[config.mk]
export PLATFORM = sky130hd
export DESIGN_NAME = bs4_shift_seq
export DESIGN_NICKNAME = d
export VERILOG_FILES = /design/src/rtl/bs4_shift_seq.sv
export SDC_FILE = /design/constraint.sdc
export NUM_CORES = 1
export LEC_CHECK = 0
export BUFFER_PORTS_ARGS = -buffer_cell sky130_fd_sc_hd__buf_4
export CORE_MARGIN = 8
export CORE_UTILIZATION = 38
export DETAILED_ROUTE_END_ITERATION = 10
export GPL_TIMING_DRIVEN = 0
export PLACE_DENSITY = 0.69
export REMOVE_ABC_BUFFERS = 1
export SETUP_SLACK_MARGIN = 0.2
export SLEW_MARGIN = 20
export SYNTH_ARGS = -nofsm -noshare
export SYNTH_HDL_FRONTEND = slang
export SYNTH_SLANG_ARGS = --single-unit
[constraint.sdc]
create_clock -name clk -period 3.67 [get_ports clk]
set_clock_uncertainty 0.2 [all_clocks]
set_input_delay 0.5505 -clock clk [delete_from_list [all_inputs] [get_ports clk]]
set_output_delay 0.5505 -clock clk [all_outputs]
set_load 0.005 [all_outputs]
[src/rtl/bs4_shift_seq.sv]
// Iterative 4-bit shift/rotate sequencer driving the barrel-shifter 2:1 mux stage one bit per cycle.
// Optional feature: define BS4_ROTATE_EN to honour in_rot; otherwise every request is a logical shift.
module bs4_shift_seq #(
    parameter int WIDTH = 4,
    parameter int AMT_W = 2
) (
    input  logic             clk,
    input  logic             rst,
    input  logic             in_valid,
    output logic             in_ready,
    input  logic [WIDTH-1:0] in_data,
    input  logic [AMT_W-1:0] in_amt,
    input  logic             in_dir,
    input  logic             in_rot,
    output logic             out_valid,
    input  logic             out_ready,
    output logic [WIDTH-1:0] out_data,
    output logic             busy
);

    typedef enum logic [1:0] {
        S_IDLE  = 2'd0,
        S_SHIFT = 2'd1,
        S_DONE  = 2'd2
    } state_t;

    state_t           state_q;
    state_t           state_d;
    logic [WIDTH-1:0] data_r;
    logic [AMT_W-1:0] cnt;
    logic             dir_r;
    logic             rot_r;
    logic             rot_in;
    logic             accept;
    logic             mux_sel;
    logic [WIDTH-1:0] step_y;
    logic [WIDTH-1:0] mux_y;

`ifdef BS4_ROTATE_EN
    assign rot_in = in_rot;
`else
    logic unused_rot;
    assign unused_rot = in_rot;
    assign rot_in     = 1'b0;
`endif

    // One-bit step: the vacated position is filled with zero or, when rotating, the bit shifted out.
    function automatic logic [3:0] step_fn(input logic [3:0] d, input logic dir, input logic rot);
        logic fill;
        if (!dir) begin
            fill    = rot ? d[3] : 1'b0;
            step_fn = {d[2:0], fill};
        end else begin
            fill    = rot ? d[0] : 1'b0;
            step_fn = {fill, d[3:1]};
        end
    endfunction

    assign accept  = in_valid && in_ready;
    assign mux_sel = (state_q == S_SHIFT);
    assign step_y  = step_fn(data_r, dir_r, rot_r);
    assign mux_y   = mux_sel ? step_y : data_r;

    always_comb begin
        state_d   = state_q;
        in_ready  = 1'b0;
        out_valid = 1'b0;
        case (state_q)
            S_IDLE: begin
                in_ready = 1'b1;
                if (in_valid) begin
                    state_d = (in_amt == '0) ? S_DONE : S_SHIFT;
                end
            end
            S_SHIFT: begin
                if (cnt == AMT_W'(1)) begin
                    state_d = S_DONE;
                end
            end
            S_DONE: begin
                out_valid = 1'b1;
                if (out_ready) begin
                    state_d = S_IDLE;
                end
            end
            default: begin
                state_d = S_IDLE;
            end
        endcase
    end

    always_ff @(posedge clk) begin
        if (rst) begin
            state_q <= S_IDLE;
        end else begin
            state_q <= state_d;
        end
    end

    // Working register sits on the mux output; a new operand overrides it only at acceptance.
    always_ff @(posedge clk) begin
        if (rst) begin
            data_r <= '0;
            cnt    <= '0;
            dir_r  <= 1'b0;
            rot_r  <= 1'b0;
        end else if (accept) begin
            data_r <= in_data;
            cnt    <= in_amt;
            dir_r  <= in_dir;
            rot_r  <= rot_in;
        end else begin
            data_r <= mux_y;
            if (mux_sel) begin
                cnt <= cnt - AMT_W'(1);
            end
        end
    end

    assign out_data = data_r;
    assign busy     = (state_q != S_IDLE);

endmodule

==> flow_summary.yaml <==
pwr:
  combPwrFrac: 0.238
  power.density_nw_per_um2: 391.2
  internal-power_uw: 182.0
  leakagePower_nw: 0.2822
  net-switching-power_uw: 68.16
  power_switching_share: 0.2725
  power.total_uw: 250.1
  p_seq_frac: 0.474
  power.ir.vdd_worst_uv: 281.8
  clockPowerShare: 0.289
synth:
  yosys_most_used_dff: "sky130_fd_sc_hd__dfxtp_1"
  synth.avg_cell_area_um2: 7.971
  yosys_register_bits: 9
  synth_top_cells_by_count: "10 x sky130_fd_sc_hd__a21oi_1, 9 x sky130_fd_sc_hd__dfxtp_1, 6 x sky130_fd_sc_hd__nand2_1, 5 x sky130_fd_sc_hd__nor2_1"
  number_of_enable_flip_flop_cells_after_synthesis: 0
  syn-instance-count: 62
  synth_seq_area_share: 0.3646
  synth_top_cell_by_area: "sky130_fd_sc_hd__dfxtp_1"
  asyncSetResetFlopFracSynth: 0
  synth.area.top_cells: "sky130_fd_sc_hd__dfxtp_1 36%, sky130_fd_sc_hd__a21oi_1 10%, sky130_fd_sc_hd__mux2i_1 6.1%"
  synth.most_common_cell: "sky130_fd_sc_hd__a21oi_1"
  synth.yosys.warnings: 0
  synth_top_area_share: 0.3646
  post_synth_instance_area_um2: 494.2
  synth.distinct_cells: 24
cts:
  numClockSinks: 9
  cts_inserted_buffers: 3
  postCtsSetupBuffers: 0
  clock_slew_at_reported_path_ffs_ns: 0.06
  h_tree_level_count: 1
  cts_tree: "yes"
  cts.hold.buffers_added: 0
  cts.path.max_buffers: 2
  postCtsResizedCells: 0
  library_cell_used_as_clock_root_buffer: "sky130_fd_sc_hd__clkbuf_4"
  clock_insertion_delay_worst_skew_ns: 0.25
drt:
  vias: 482
  route.antenna.remaining_nets: 0
  drt_iter0_drc: 9
  viasPerCell: 5.128
  drt_wl_total_um: 1106
  drt-pass1-iter-count: 4
  routed_wire_length_per_instance_um: 11.77
  detail_route.drc_violations: 0
sta:
  drv_slew: 0
  period_minus_slack_ns: 2.007
  tightestPinTransition_ns: 0.4485
  rsz0062_at_grt: "false"
  fin_hold_ws_ns: 0.2646
  report.final.setup_viol: 0
  final.period_utilization: 0.5468
  setup_total_negative_slack_ns: 0
  timing.slew.headroom: 0.7006
  fmaxAchievable_mhz: 498.3
  final-hold-violation-count: 0
setup_path:
  worst_r2r_endpoint: "out_data[2]$_SDFFE_PP0P_"
  timing.critical_path.fanout_max: 14
  critical-path-slowest-cell: "sky130_fd_sc_hd__dfxtp_1"
  critical_path_rt_ns: 2.92
  crit-reg2reg-launch: "state_q[0]$_SDFFE_PP0P_"
  worstPathCellList: "nor2_1 > inv_1 > buf_4"
  reg2regPathDepth: 4
  setup.reg_to_reg.worst_slack_ns: 2.19
  worst_setup_path_start_kind: "flip-flop"
  worst_ep_arrival_ns: 1.26
  cp-end-kind: "primary output"
  slowest_delay_ns: 0.44
  timing_worst_setup_path_type: "reg -> out"
global_routing:
  grt_remaining_overflow: 0
  pin_count_of_the_biggest_net_entering_global_routing: 15
  grt_first_pass_wirelength_um: 1794
  grt_use_total: 0.08563
  number_of_antenna_violations_at_the_first_check_in_global_routing: 0
  first_global_vias: 445
place:
  globalplace.congestion: 0.7889
  port_buffers: 17
  place_inst: 90
  hpwlAfterDp_um: 839.5
final_layout:
  area_growth_pct: 29.37
  finish.net_count: 93
  antenna_cells: 0
  count_of_filler_cells_inserted_in_the_layout: 120
  fraction_of_final_layout_cells_sized_beyond_drive_strength_1: 0.2658
  finish.cell_count_without_fillers: 94
  multi_input_area_um2: 271.5
  seqCellArea_um2: 180.2
  fin_util: 0.5105
outcome:
  outcome: "finished clean"
min_path:
  holdCritStartpoint: "cnt[1]$_SDFFE_PP0P_"
  worst_hold_endpoint: "cnt[1]$_SDFFE_PP0P_"
  worst_hold_path.num_cells: 2
  timing.hold.worst.class: "reg -> reg"
floorplanning:
  io-pin-count: 19
  initial_utilization: 0.3946
  floorplan.rows: 13
  core_area_um2: 1252
  die_width_um: 52.07
  chipHeight_um: 52.07
  die_area_um2: 2711
job:
  max_cap_viol_count: 0
==> worst max-delay path: cells and delay by family, from the launching register on <==
| family | cells | cell delay [ns] |
|---|---|---|
| flip-flops | 1 | 0.44 |
| AND/OR/NAND/NOR | 1 | 0.35 |
| buffers and inverters | 2 | 0.21 |
==> kinds of logic (layout without fill, tap and decap cells) <==
family / count (synthesis) / count (layout) / share of synthesized area
buf+inv: 8 / 25 / 0.08605
mux: 4 / 4 / 0.08355
simple gates: 24 / 24 / 0.2506
fa+ha+maj: 1 / 1 / 0.02531
flops: 9 / 9 / 0.3646
compound gates: 16 / 16 / 0.1899
==> sequential cells by signal (all words and copies together) (netlist names) <==
signal    cells
out_data      4
cnt           2
state_q       2
dir_r         1
==> layout by cell type (no fill, tap or decap), types with 2 or more instances in the layout <==
cell type                  netlist  routed
sky130_fd_sc_hd__clkbuf_4        0       3
sky130_fd_sc_hd__nand2_1         6       6
sky130_fd_sc_hd__dfxtp_1         9       9
sky130_fd_sc_hd__buf_4           1      17
sky130_fd_sc_hd__nand3_1         4       4
sky130_fd_sc_hd__nor2_1          5       5
sky130_fd_sc_hd__a21oi_1        10      10
sky130_fd_sc_hd__o211ai_1        2       2
sky130_fd_sc_hd__nor2b_1         2       2
sky130_fd_sc_hd__mux2i_1         3       3
sky130_fd_sc_hd__nand3b_1        3       3
sky130_fd_sc_hd__inv_1           4       4
==> how the worst max path moves through the flow <==
stage	slack (ns)	endpoint	from
after floorplan	2.15	busy	state_q[0]$_SDFFE_PP0P_
after global placement	1.95	busy	state_q[0]$_SDFFE_PP0P_
after detailed placement	1.95	busy	state_q[0]$_SDFFE_PP0P_
after CTS	1.67	busy	state_q[0]$_SDFFE_PP0P_
after global routing	1.52	busy	state_q[0]$_SDFFE_PP0P_
final	1.66	busy	state_q[0]$_SDFFE_PP0P_
==> final cells by class <==
cell class              count  area share
multi-input cells          45      0.4247
well taps                  15     0.02935
flip-flops and latches      9      0.2818
clock buffers               4     0.04110
inverters                   4     0.02348
repair buffers             17      0.1996
==> metrics by stage <==
step | setup WS (ns) | area (µm²)
2_1_floorplan | 2.146 | 466.7
4_1_cts | 1.665 | 639.4
3_3_place_gp | 1.948 | 613.1
5_1_grt | 1.516 | 639.4
6_report | 1.663 | 639.4
3_5_place_dp | 1.947 | 613.1
==> routing by layer <==
layer | GRT usage | routed length (µm)
met1 | 0.09919 | 531
met2 | 0.1280 | 517
met3 | 0.04274 | 44
met4 | 0.03982 | 13
met5 | 0 | 0
==> power groups by stage <==
| stage | clock network [mW] | logic [mW] | registers, mW |
|---|---|---|---|
| finish | 0.0722 | 0.0594 | 0.118 |
| global route | 0.0817 | 0.0661 | 0.120 |
| floorplan | 0 | 0.0323 | 0.118 |
| CTS | 0.0752 | 0.0599 | 0.118 |
| global placement | 0 | 0.0591 | 0.120 |
| detailed placement | 0 | 0.0597 | 0.121 |
Note: power is estimated with default switching activity, not from simulation.
